`src/rtl/johnson_pkg.sv`:
```
// Shared encodings and width-generic decode/encode helpers for the Johnson/ring counter.
// Helpers take vectors zero-extended to JC_MAXW bits and the live width as an argument.
package johnson_pkg;
  localparam logic MODE_JOHNSON = 1'b0;
  localparam logic MODE_RING    = 1'b1;
  localparam int   JC_MAXW      = 64;

  typedef logic [JC_MAXW-1:0] jc_vec_t;

  // A Johnson pattern is any word with at most one transition between neighbouring bits.
  function automatic logic jc_legal(input jc_vec_t q, input int w);
    int t;
    t = 0;
    for (int i = 0; i < JC_MAXW-1; i++)
      if (i < w-1 && q[i] != q[i+1]) t++;
    return t <= 1;
  endfunction

  function automatic int jc_phase(input jc_vec_t q, input int w);
    int ones;
    ones = 0;
    for (int i = 0; i < JC_MAXW; i++)
      if (i < w && q[i]) ones++;
    if (!q[w-1]) return ones;
    return w + (w - ones);
  endfunction

  function automatic jc_vec_t jc_encode(input int k, input int w);
    jc_vec_t v;
    v = '0;
    for (int i = 0; i < JC_MAXW; i++)
      if (i < w) v[i] = (k <= w) ? (i < k) : (i >= k - w);
    return v;
  endfunction

  function automatic logic ring_legal(input jc_vec_t q, input int w);
    int ones;
    ones = 0;
    for (int i = 0; i < JC_MAXW; i++)
      if (i < w && q[i]) ones++;
    return ones == 1;
  endfunction

  function automatic int ring_phase(input jc_vec_t q, input int w);
    int idx;
    idx = 0;
    for (int i = 0; i < JC_MAXW; i++)
      if (i < w && q[i]) idx = i;
    return idx;
  endfunction

  function automatic jc_vec_t ring_encode(input int k, input int w);
    jc_vec_t v;
    v = '0;
    for (int i = 0; i < JC_MAXW; i++)
      if (i < w) v[i] = (i == k);
    return v;
  endfunction
endpackage

```
`src/rtl/jcg_decode.sv`:
```
// Combinational legality check and binary phase decode of a Johnson or ring state.
module jcg_decode
  import johnson_pkg::*;
#(
  parameter  int WIDTH = 4,
  localparam int PW    = $clog2(2*WIDTH)
) (
  input  logic [WIDTH-1:0] q,
  input  logic             mode,
  output logic             legal,
  output logic [PW-1:0]    phase
);
  jc_vec_t q_ext;
  int      ph;

  always_comb begin
    q_ext = jc_vec_t'(q);
    if (mode == MODE_RING) begin
      legal = ring_legal(q_ext, WIDTH);
      ph    = ring_phase(q_ext, WIDTH);
    end else begin
      legal = jc_legal(q_ext, WIDTH);
      ph    = jc_phase(q_ext, WIDTH);
    end
    phase = legal ? PW'(ph) : '0;
  end
endmodule

```
`src/rtl/johnson_counter_gen.sv`:
```
// Parametrised Johnson / one-hot ring counter with direction, enable, phase load,
// wrap pulse and illegal-state detection with optional self-correction.
module johnson_counter_gen
  import johnson_pkg::*;
#(
  parameter  int WIDTH        = 4,
  parameter  bit SELF_CORRECT = 1'b1,
  localparam int PW           = $clog2(2*WIDTH)
) (
  input  logic             clk,
  input  logic             rst,
  input  logic             en,
  input  logic             dir,
  input  logic             ring_mode,
  input  logic             load,
  input  logic [PW-1:0]    load_phase,
  input  logic             clr_err,
  output logic [WIDTH-1:0] q,
  output logic [PW-1:0]    phase,
  output logic             wrap,
  output logic             illegal,
  output logic             err_sticky
);
  logic             mode_q, legal;
  logic [PW:0]      n_states;   // one extra bit: 2*WIDTH may equal 2**PW
  logic [PW-1:0]    last_phase;
  logic             load_ok, step_wrap, err_set;
  logic [WIDTH-1:0] step_q, load_q;
  jc_vec_t          enc;

  jcg_decode #(.WIDTH(WIDTH)) u_dec (
    .q     (q),
    .mode  (mode_q),
    .legal (legal),
    .phase (phase)
  );

  assign illegal = ~legal;

  always_comb begin
    n_states   = (mode_q == MODE_RING) ? (PW+1)'(WIDTH) : (PW+1)'(2*WIDTH);
    last_phase = PW'(n_states - 1'b1);
    load_ok    = {1'b0, load_phase} < n_states;
    enc        = (mode_q == MODE_RING) ? ring_encode(int'(load_phase), WIDTH)
                                       : jc_encode(int'(load_phase), WIDTH);
    load_q     = enc[WIDTH-1:0];
    // Ring recirculates the exiting bit, Johnson recirculates its complement.
    if (!dir) step_q = {q[WIDTH-2:0], (mode_q == MODE_RING) ? q[WIDTH-1] : ~q[WIDTH-1]};
    else      step_q = {(mode_q == MODE_RING) ? q[0] : ~q[0], q[WIDTH-1:1]};
    step_wrap  = legal && (dir ? (phase == '0) : (phase == last_phase));
    err_set    = load ? ~load_ok : illegal;
  end

  wire unused_enc = &{1'b0, enc};

  always_ff @(posedge clk or negedge rst) begin
    if (!rst) begin
      q          <= '0;
      mode_q     <= MODE_JOHNSON;
      wrap       <= 1'b0;
      err_sticky <= 1'b0;
    end else begin
      wrap <= 1'b0;
      if (ring_mode != mode_q) begin
        mode_q <= ring_mode;
        q      <= {{(WIDTH-1){1'b0}}, ring_mode};
      end else begin
        if (load) begin
          if (load_ok) q <= load_q;
        end else if (illegal && SELF_CORRECT) begin
          q <= {{(WIDTH-1){1'b0}}, mode_q};
        end else if (en) begin
          q    <= step_q;
          wrap <= step_wrap;
        end
        err_sticky <= err_set | (err_sticky & ~clr_err);
      end
    end
  end
endmodule

```
`config.mk`:
```
export PLATFORM = sky130hd
export DESIGN_NAME = johnson_counter_gen
export DESIGN_NICKNAME = d
export VERILOG_FILES = /design/src/rtl/johnson_pkg.sv /design/src/rtl/jcg_decode.sv /design/src/rtl/johnson_counter_gen.sv
export SDC_FILE = /design/constraint.sdc
export NUM_CORES = 1
export LEC_CHECK = 0
export CAP_MARGIN = 40
export CORE_ASPECT_RATIO = 0.8
export CORE_UTILIZATION = 30
export CTS_CLUSTER_DIAMETER = 60
export DETAILED_ROUTE_END_ITERATION = 12
export PLACE_DENSITY_LB_ADDON = 0.05
export SETUP_SLACK_MARGIN = 0.3
export SLEW_MARGIN = 0
export SYNTH_ARGS = -nofsm -noshare
export SYNTH_HDL_FRONTEND = slang
export SYNTH_SLANG_ARGS = --single-unit
```
`constraint.sdc`:
```
create_clock -name clk -period 5 [get_ports clk]
set_clock_uncertainty 0.2 [all_clocks]
set_input_delay 1.5 -clock clk [delete_from_list [all_inputs] [get_ports clk]]
set_output_delay 1.5 -clock clk [all_outputs]
set_load 0.05 [all_outputs]
```
==> results.toml <==
[pwr]
p_leak_uw = 0.000575
p_total_uw = 675
ir_drop_v = 0.000223
p_per_area_nw_per_um2 = 488

[layout]
final_common_cell = "clkdlybuf4s50_1"
synthToLayoutAreaGrowth_pct = 30.8
final_area_um2 = 1380
mostFrequentLayoutCells = "15 x clkdlybuf4s50_1, 14 x inv_1, 11 x ha_1, 8 x nor2_1, 7 x nor3_1"
diodes = 0
nFillCells = 330
regArea_um2 = 178
drive_gt1_frac = 0.176
multi_input_area_um2 = 820
final_nets = 171

[placement]
place_congestion = 0.866
placedInstanceArea_um2 = 1320
io_buffer_count = 19
hpwl_mm = 2.18

[timing]
maxSlewHeadroom = 0.673
setup_viol = 0
max_freq_mhz = 220
worst_pin_slew_ns = 0.490
period_needed_ns = 4.54
finalCritPeriodShare = 0.907
finalSetupTns_ns = 0
hold_viol = 0
maxSlewViolCount = 0
fin_hold_ws_ns = 0.425
rsz0062_at_grt = "false"

[global_routing]
antenna_found_initial = 0
grt_first_pass_wirelength_mm = 4.61
grt_max_degree = 21
grt.total_usage = 0.171
grt_remaining_overflow = 0
grt_pass1_vias = 921

[clock_network]
clockBufferDepth = 2
htreeDepth = 1
cts-root-buf = "clkbuf_8"
hold_buffers = 0
path_clk_slew_ns = 0.04
numCtsBuffers = 3
insertion_delay_ns = 0.23
cts.sinks = 7
tritoncts = "built"

[route]
ant_nets = 0
routedWlPerCell_um = 14.9
routed_wirelength_mm = 2.80
route.detailed.drc = 0
drt-initial-drc-count = 47
via_per_inst = 5.62
vias = 1057
first_pass_iters = 4

[floorplan]
rows = 18
die-width_um = 68.4
initial_core_util = 0.328
die-area_um2 = 3770
num_io_pins = 20
die_height_um = 55.1
core-area_um2 = 3220

[logic_synthesis]
synth_area_um2 = 1060
synth-compound-area-share = 0.270
synth_adder_area_share = 0.142
synth_nets = 151
synth-seq-cells = 7
synthCells = 129
avgSynthCellArea_um2 = 8.20
synthMuxAreaShare = 0.0710
yosys.area_share.simple = 0.233
ys_types = 47
ys_seq_area_frac = 0.166
synth_xor_area_frac = 0.0331
synth_top_family_by_area = "compound AO/OA/AOI/OAI gates"
yosysWarnings = 0

[critical_path]
cp_data_required_time_ns = 3.30
path_class = "reg -> out"
critPathLaunchType = "register"
end_kind = "output port"
reg2reg_depth = 12
cp_max_fo = 5
startpoint = "q[0]"
timing.rr.start = "q[0]"
crit_arrival_ns = 2.84

[min_path]
min_path_cells = 2
hold_start = "err_sticky"
hold_class = "reg -> reg"

[outcome]
status = "finished clean"

[job]
max_cap_viol_count = 0
[layout make-up]
class                   instances  area share
multi-input cells             101       0.593
repair buffers                 21       0.169
flip-flops and latches          7       0.129
inverters                      15      0.0407
well taps                      40      0.0362
clock buffers                   4      0.0326
[registers in the layout (all words and copies together), names as in the netlist]
| signal | count |
|---|---|
| err_sticky | 1 |
| mode_q | 1 |
| q | 4 |
| wrap | 1 |
[layer usage]
metal  global-route usage  share of wire
met2                0.239           0.41
met3               0.0164          0.053
met4                0.101          0.025
met1                0.251           0.51
met5                    0              0
[cells by family (layout without fill, tap and decap cells)]
kind of cell	after synthesis	in the layout
buf+inv	21	40
compound gates	35	35
xor+xnor	4	4
flops	7	7
simple gates	44	44
mux	6	6
fa+ha+maj	12	12
[critical path, stage by stage (launching register included)]
cell	delay (ns)
dfrtp_2	0.43
inv_1	0.13
ha_4	0.24
xor2_2	0.16
ha_1	0.30
a21oi_1	0.15
ha_1	0.20
a21bo_2	0.25
mux2i_4	0.18
buf_4	0.18
a32o_2	0.23
buf_12	0.15
[synth_stat cells, drive strengths merged]
cell,n,area share
o211ai,3,0.021
xor2,3,0.025
o221ai,2,0.017
or3,1,0.0059
o21ai,3,0.014
xnor2,1,0.0083
mux2,2,0.021
o311ai,1,0.0083
or2,1,0.0059
and3,1,0.011
a311o,1,0.0095
nand2b,4,0.024
a31oi,1,0.0059
o311a,2,0.019
a32o,1,0.011
inv,15,0.053
a21bo,1,0.0095
nor3b,1,0.0071
a211o,3,0.025
and4,1,0.0083
and2b,2,0.017
nand4b,1,0.0083
or2b,1,0.0071
a211oi,4,0.052
nor4,1,0.0059
nor3,7,0.033
o2111ai,1,0.0083
nand3,5,0.024
buf,4,0.025
nor2b,3,0.018
o31ai,1,0.0071
clkbuf,2,0.0071
o22ai,3,0.018
a21oi,7,0.037
dfrtp,7,0.17
nand2,5,0.018
a221oi,1,0.0083
nor2,8,0.028
and2,2,0.013
ha,12,0.14
mux2i,4,0.050
[report_power, final]
| group | leakage [uW] | internal [uW] | total, uW | switching [uW] |
|---|---|---|---|---|
| sequential | 0.0000856 | 68.7 | 90.4 | 21.7 |
| clock | 0.0000228 | 55.1 | 79.3 | 24.2 |
| combinational | 0.000466 | 217 | 506 | 289 |
[worst paths after layout]
kind                               to  slack (ns)
min reg2reg                err_sticky        0.43
min                        err_sticky        0.43
max reg2reg                      wrap        1.83
max                          phase[0]        0.46
min in group asynchronous        wrap        1.33
max in group asynchronous        q[1]        3.02
[repair_timing]
item,4_1_cts,5_1_grt
endpoints found under the setup margin,1,4
setup buffers,0,0
gates resized for setup,1,3
[through the flow]
step	setup WS, ns	utilization	cells
2_1_floorplan	0.429	-	129
3_3_place_gp	0.396	0.409	184
3_5_place_dp	0.360	0.409	184
4_1_cts	0.352	0.423	188
5_1_grt	0.327	0.429	188
6_report	0.463	0.429	188
Note: power is estimated with default switching activity, not from simulation.
==> RTL change 1, RTL diff (same settings) <==
`WIDTH` is set to 4 in 2 places; all go to 16.
--- a/src/rtl/jcg_decode.sv
+++ b/src/rtl/jcg_decode.sv
@@ -3,5 +3,5 @@
   import johnson_pkg::*;
 #(
-  parameter  int WIDTH = 4,
+  parameter  int WIDTH = 16,
   localparam int PW    = $clog2(2*WIDTH)
 ) (
--- a/src/rtl/johnson_counter_gen.sv
+++ b/src/rtl/johnson_counter_gen.sv
@@ -4,5 +4,5 @@
   import johnson_pkg::*;
 #(
-  parameter  int WIDTH        = 4,
+  parameter  int WIDTH        = 16,
   parameter  bit SELF_CORRECT = 1'b1,
   localparam int PW           = $clog2(2*WIDTH)
Ports: changed (resized load_phase, phase and q); port bits go from 20 to 36. The function was not compared with the original's and may differ.
==> RTL change 1 against the original RTL <==
Final area grew to 7.3 times the old value. The flow now finishes with violations (setup timing). Die area grew to 5.6 times the old value. Critical path depth is 43 higher. Worst hold slack worse by 110 ps. Routed wire length grew to 8.5 times the old value. Largest cell class unchanged. Synthesized area grew to 5.8 times the old value. Critical endpoint is now phase[3]. Sequential cell count is 12 higher. Worst setup slack worse by 6700 ps.
Power is left out: the tool's default activity adds up to more than one toggle a clock period on the data nets, which glitch-free logic cannot reach.
==> RTL change 1: results (changes against the original RTL) <==
placement:
  dp_hpwl_um: 18600  # was 2180 um
  gp_congestion: 0.897  # was 0.866
  numPortBuffers: 35  # was 19
sta:
  tightest_slew_ps: 756  # was 490 ps
  worst_slack_ps: -6290  # was 463 ps
  setup_viol: 24  # was 0
  fmax_ghz: 0.0886  # was 0.220 GHz
worst_setup_path:
  regToRegSetupSlack_ps: -6140  # was 1830 ps
  rr_endpoint: "q[7]$_DFFE_PN0P_"  # was wrap$_DFF_PN0_
  r2r_start: "q[1]$_DFFE_PN0P_"  # was q[0]$_DFFE_PN0P_
  cp.arrival_ps: 9590  # was 2840 ps
  cp_slowest_stage_delay_ps: 510  # was 430 ps
  r2r.worst_path.cells: 70  # was 12
  worst_path_max_delay_cell: "dfrtp_4"  # was dfrtp_2
global_route:
  grt_max_degree: 27  # was 21
  grt_pass1_vias: 7336  # was 921
  grt_usage_pct: 22.4  # was 17.1%
  grt_pass1_wl_um: 37700  # was 4610 um
yosys:
  yosys-top-cells-area: "dfrtp_1 (7.8%), xnor2_1 (7.2%), ha_1 (6.8%)"  # was dfrtp_1 (17%), ha_1 (14%), inv_1 (5.0%)
  synth_cell_types: 90  # was 47
  ys_seq_area_share_pct: 7.79  # was 16.6%
  ys_top_cells_by_count: "nand2_1 (108), nor2_1 (54), xnor2_1 (50)"  # was inv_1 (14), ha_1 (12), nor2_1 (8)
clock_network:
  clk_latency_ps: 260  # was 230 ps
  cts-root-buf: "clkbuf_16"  # was clkbuf_8
  ctsHtreeMaxLevel: 1  # unchanged
  clockBufferDepth: 2  # unchanged
  clk_pin_slew_ps: 60  # was 40 ps
outcome:
  violations: "setup timing"
  status: "complete, but fails checks"  # was finished, final reports clean
cells_and_area:
  largest_reg_flops: 16  # was 4
  fin_nets: 1211  # was 171
  final_layout_size_suffix_gt1_share_pct: 41.6  # was 17.6%
routing:
  wirelength_um: 23700  # was 2800 um
[RTL change 1: cell count changes after synthesis, sizes merged, moves of 22 or more]
cell | unedited run | this run
xnor2 | 1 | 58
clkbuf | 2 | 39
nand2 | 5 | 110
xor2 | 3 | 30
a21oi | 7 | 38
nor2 | 8 | 54
o21ai | 3 | 57
nand3 | 5 | 33
inv | 15 | 37
[RTL change 1: cell families (layout without fill, tap and decap cells)]
family	Yosys count	after routing	synth area share (%)
AND/OR/NAND/NOR	336	336	28.3
AO/OA/AOI/OAI	240	240	27.2
XOR/XNOR	105	105	20.2
buffers and inverters	93	412	6.31
adder cells (fa/ha/maj)	33	33	6.76
multiplexers	20	20	3.38
flip-flops	19	19	7.79
[RTL change 1: per-stage QoR]
step	hold slack, ps	setup WS [ps]	instance area [sq um]	setup TNS [ps]	std cells
6_report	318	-6290	10100	-146100	1429
5_1_grt	353	-6790	10100	-158310	1429
4_1_cts	329	-6440	9710	-146820	1418
3_5_place_dp	314	-6330	8920	-131580	1361
3_3_place_gp	307	-6180	8890	-128340	1359
2_1_floorplan	500	-6330	6380	-124280	846
[RTL change 1: area by class of cell]
class | count | share of cell area (%)
inverter | 37 | 1.58
clock buffer | 3 | 0.746
sequential | 19 | 4.80
tap | 264 | 3.28
timing repair buffer | 371 | 30.4
multi-input combinational | 734 | 59.2
clock inverter | 1 | 0.0497
[RTL change 1: routing by layer]
layer	up-vias	wire (um)	global-route usage [%]
met1	3577	11800	32.0
met3	18	613	1.57
met2	131	10900	37.4
met5	-	0	0
li1	3736	-	-
met4	0	362	3.88
[RTL change 1: repair_timing]
action	4_1_cts	5_1_grt
setup buffers	53	11
gates resized for setup	69	44
endpoints found under the setup margin	24	24
pin swaps	28	27
==> RTL change 2, RTL diff (config.mk and constraints unchanged) <==
Made on the original files. Register the inputs `en`, `dir`, `ring_mode`, `load`, `load_phase` and `clr_err` before use. The logic sees them one clock later.
--- a/src/rtl/johnson_counter_gen.sv
+++ b/src/rtl/johnson_counter_gen.sv
@@ -22,4 +22,21 @@
   output logic             err_sticky
 );
+
+  logic en_q;
+  logic dir_q;
+  logic ring_mode_q;
+  logic load_r;
+  logic [PW-1:0] load_phase_q;
+  logic clr_err_q;
+
+  always_ff @(posedge clk) begin
+    en_q         <= en;
+    dir_q        <= dir;
+    ring_mode_q  <= ring_mode;
+    load_r       <= load;
+    load_phase_q <= load_phase;
+    clr_err_q    <= clr_err;
+  end
+
   logic             mode_q, legal;
   logic [PW:0]      n_states;   // one extra bit: 2*WIDTH may equal 2**PW
@@ -41,13 +58,13 @@
     n_states   = (mode_q == MODE_RING) ? (PW+1)'(WIDTH) : (PW+1)'(2*WIDTH);
     last_phase = PW'(n_states - 1'b1);
-    load_ok    = {1'b0, load_phase} < n_states;
-    enc        = (mode_q == MODE_RING) ? ring_encode(int'(load_phase), WIDTH)
-                                       : jc_encode(int'(load_phase), WIDTH);
+    load_ok    = {1'b0, load_phase_q} < n_states;
+    enc        = (mode_q == MODE_RING) ? ring_encode(int'(load_phase_q), WIDTH)
+                                       : jc_encode(int'(load_phase_q), WIDTH);
     load_q     = enc[WIDTH-1:0];
     // Ring recirculates the exiting bit, Johnson recirculates its complement.
-    if (!dir) step_q = {q[WIDTH-2:0], (mode_q == MODE_RING) ? q[WIDTH-1] : ~q[WIDTH-1]};
+    if (!dir_q) step_q = {q[WIDTH-2:0], (mode_q == MODE_RING) ? q[WIDTH-1] : ~q[WIDTH-1]};
     else      step_q = {(mode_q == MODE_RING) ? q[0] : ~q[0], q[WIDTH-1:1]};
-    step_wrap  = legal && (dir ? (phase == '0) : (phase == last_phase));
-    err_set    = load ? ~load_ok : illegal;
+    step_wrap  = legal && (dir_q ? (phase == '0) : (phase == last_phase));
+    err_set    = load_r ? ~load_ok : illegal;
   end
 
@@ -62,17 +79,17 @@
     end else begin
       wrap <= 1'b0;
-      if (ring_mode != mode_q) begin
-        mode_q <= ring_mode;
-        q      <= {{(WIDTH-1){1'b0}}, ring_mode};
+      if (ring_mode_q != mode_q) begin
+        mode_q <= ring_mode_q;
+        q      <= {{(WIDTH-1){1'b0}}, ring_mode_q};
       end else begin
-        if (load) begin
+        if (load_r) begin
           if (load_ok) q <= load_q;
         end else if (illegal && SELF_CORRECT) begin
           q <= {{(WIDTH-1){1'b0}}, mode_q};
-        end else if (en) begin
+        end else if (en_q) begin
           q    <= step_q;
           wrap <= step_wrap;
         end
-        err_sticky <= err_set | (err_sticky & ~clr_err);
+        err_sticky <= err_set | (err_sticky & ~clr_err_q);
       end
     end
Function: changed (Yosys sat finds a counterexample within 4 cycles, from zero or initial values and one cycle with rst low).
==> RTL change 2 against the original RTL <==
Final area up 12%. Total power down 12%. Synthesized area increased by 11%. Synthesized cell count grew 12%. Routed wire length increased by 0.89%. Worst setup slack worse by 42 ps. Sequential cell count is 8 higher. Core utilization rose by 0.082 points. Global-route usage decreased by 2.5 points. Critical path type unchanged. Critical endpoint unchanged.
==> RTL change 2: results (changes against the original RTL) <==
routing:
  wirelength_um: 2820  # was 2800 um
  drt_iter0_markers: 48  # was 47
yosys:
  yosys-top-cells-area: "dfrtp_1 (15%), dfxtp_1 (14%), ha_1 (8.5%)"  # was dfrtp_1 (17%), ha_1 (14%), inv_1 (5.0%)
  synth-async-reset-ratio_pct: 46.7  # was 100%
  synth-compound-area-share_pct: 22.1  # was 27.0%
  synthAdderAreaFrac_pct: 9.40  # was 14.2%
  post_synth_mux_area_share_pct: 5.45  # was 7.10%
  synth_nets: 162  # was 151
  ys_seq_area_share_pct: 28.6  # was 16.6%
  synth-xor-area-share_pct: 4.49  # was 3.31%
  ys.flop_type: "dfxtp_1"  # was dfrtp_1
  ys_top_cells_by_count: "nor2_1 (13), a21oi_1 (12), inv_1 (11)"  # was inv_1 (14), ha_1 (12), nor2_1 (8)
global_route:
  grt_pass1_wl_um: 4630  # was 4610 um
  grt_usage_pct: 14.6  # was 17.1%
  grt_pass1_vias: 973  # was 921
placement:
  gp_congestion: 0.779  # was 0.866
  post-place-ws_ps: 482  # was 360 ps
  dp_hpwl_um: 2090  # was 2180 um
  place_area_sq_um: 1430  # was 1320 sq um
power_and_ir_drop:
  leakagePower_nw: 0.614  # was 0.575 nW
  peakVddDrop_v: 0.000194  # was 0.000223 V
worst_setup_path:
  cp_slowest_stage_delay_ps: 510  # was 430 ps
  cp.arrival_ps: 2880  # was 2840 ps
  regToRegSetupSlack_ps: 1770  # was 1830 ps
  cp_top_family: "simple AND/OR/NAND/NOR gates"  # was adder cells
  worst_path_max_delay_cell: "mux4_2"  # was dfrtp_2
hold_path:
  whs_endpoint: "wrap$_DFF_PN0_"  # was err_sticky$_DFFE_PN0P_
cells_and_area:
  fill_cells: 370  # was 330
outcome:
  status: "finished, final reports clean"  # unchanged
clock_network:
  clk_latency_ps: 250  # was 230 ps
  clk_pin_slew_ps: 60  # was 40 ps
sta:
  worst_slack_ps: 421  # was 463 ps
-- RTL change 2: cell types whose count changed after synthesis, moves of 4 or more --
cell / delta
dfxtp_1: +8
nor3_1: -7
a21oi_1: +6
clkbuf_1: +6
nor2_1: +5
ha_1: -4
o21ai_0: +4
-- RTL change 2: report_power, final --
part | switching [W] | internal, W | total [W]
Clock | 0.0000412 | 0.0000551 | 0.0000964
Combinational | 0.000189 | 0.000148 | 0.000337
Sequential | 0.0000249 | 0.000133 | 0.000158
-- RTL change 2: final cells by class --
cell class                 count  area (sq um)  share of cell area [%]
timing repair buffer          23           238                    15.4
multi-input combinational    106           816                    52.8
clock buffer                   3          41.3                    2.67
sequential                    15           338                    21.9
tap                           52          65.1                    4.21
clock inverter                 1          5.00                   0.324
inverter                      11          41.3                    2.67
-- RTL change 2: stage by stage --
step / std cells / hold WS, ps / util [%]
after floorplan: 144 / 244 / -
after global placement: 205 / 286 / 39.8
after detailed placement: 205 / 289 / 39.8
after CTS: 209 / 298 / 41.5
after global routing: 211 / 325 / 43.0
final: 211 / 299 / 43.0
-- RTL change 2: metal layers --
layer  up-vias  global-route usage [%]  part of all wire [%]
li1        534                       -                     -
met1       465                    21.2                    51
met2        26                    21.7                    42
met3         3                    4.70                   6.4
met4         0                    1.68                  0.28
met5         -                       0                     0
-- RTL change 2: repair_timing --
action,4_1_cts,5_1_grt
endpoints found under the setup margin,2,3
setup buffers,0,2
pin swaps,0,2
resized for setup,4,6
-- RTL change 2: cell families after synthesis --
| family | after synthesis |
|---|---|
| AO/OA/AOI/OAI | 39 |
| XOR/XNOR | 6 |
| adder cells (fa/ha/maj) | 9 |
| buffers and inverters | 23 |
| flip-flops | 15 |
| multiplexers | 5 |
| AND/OR/NAND/NOR | 47 |
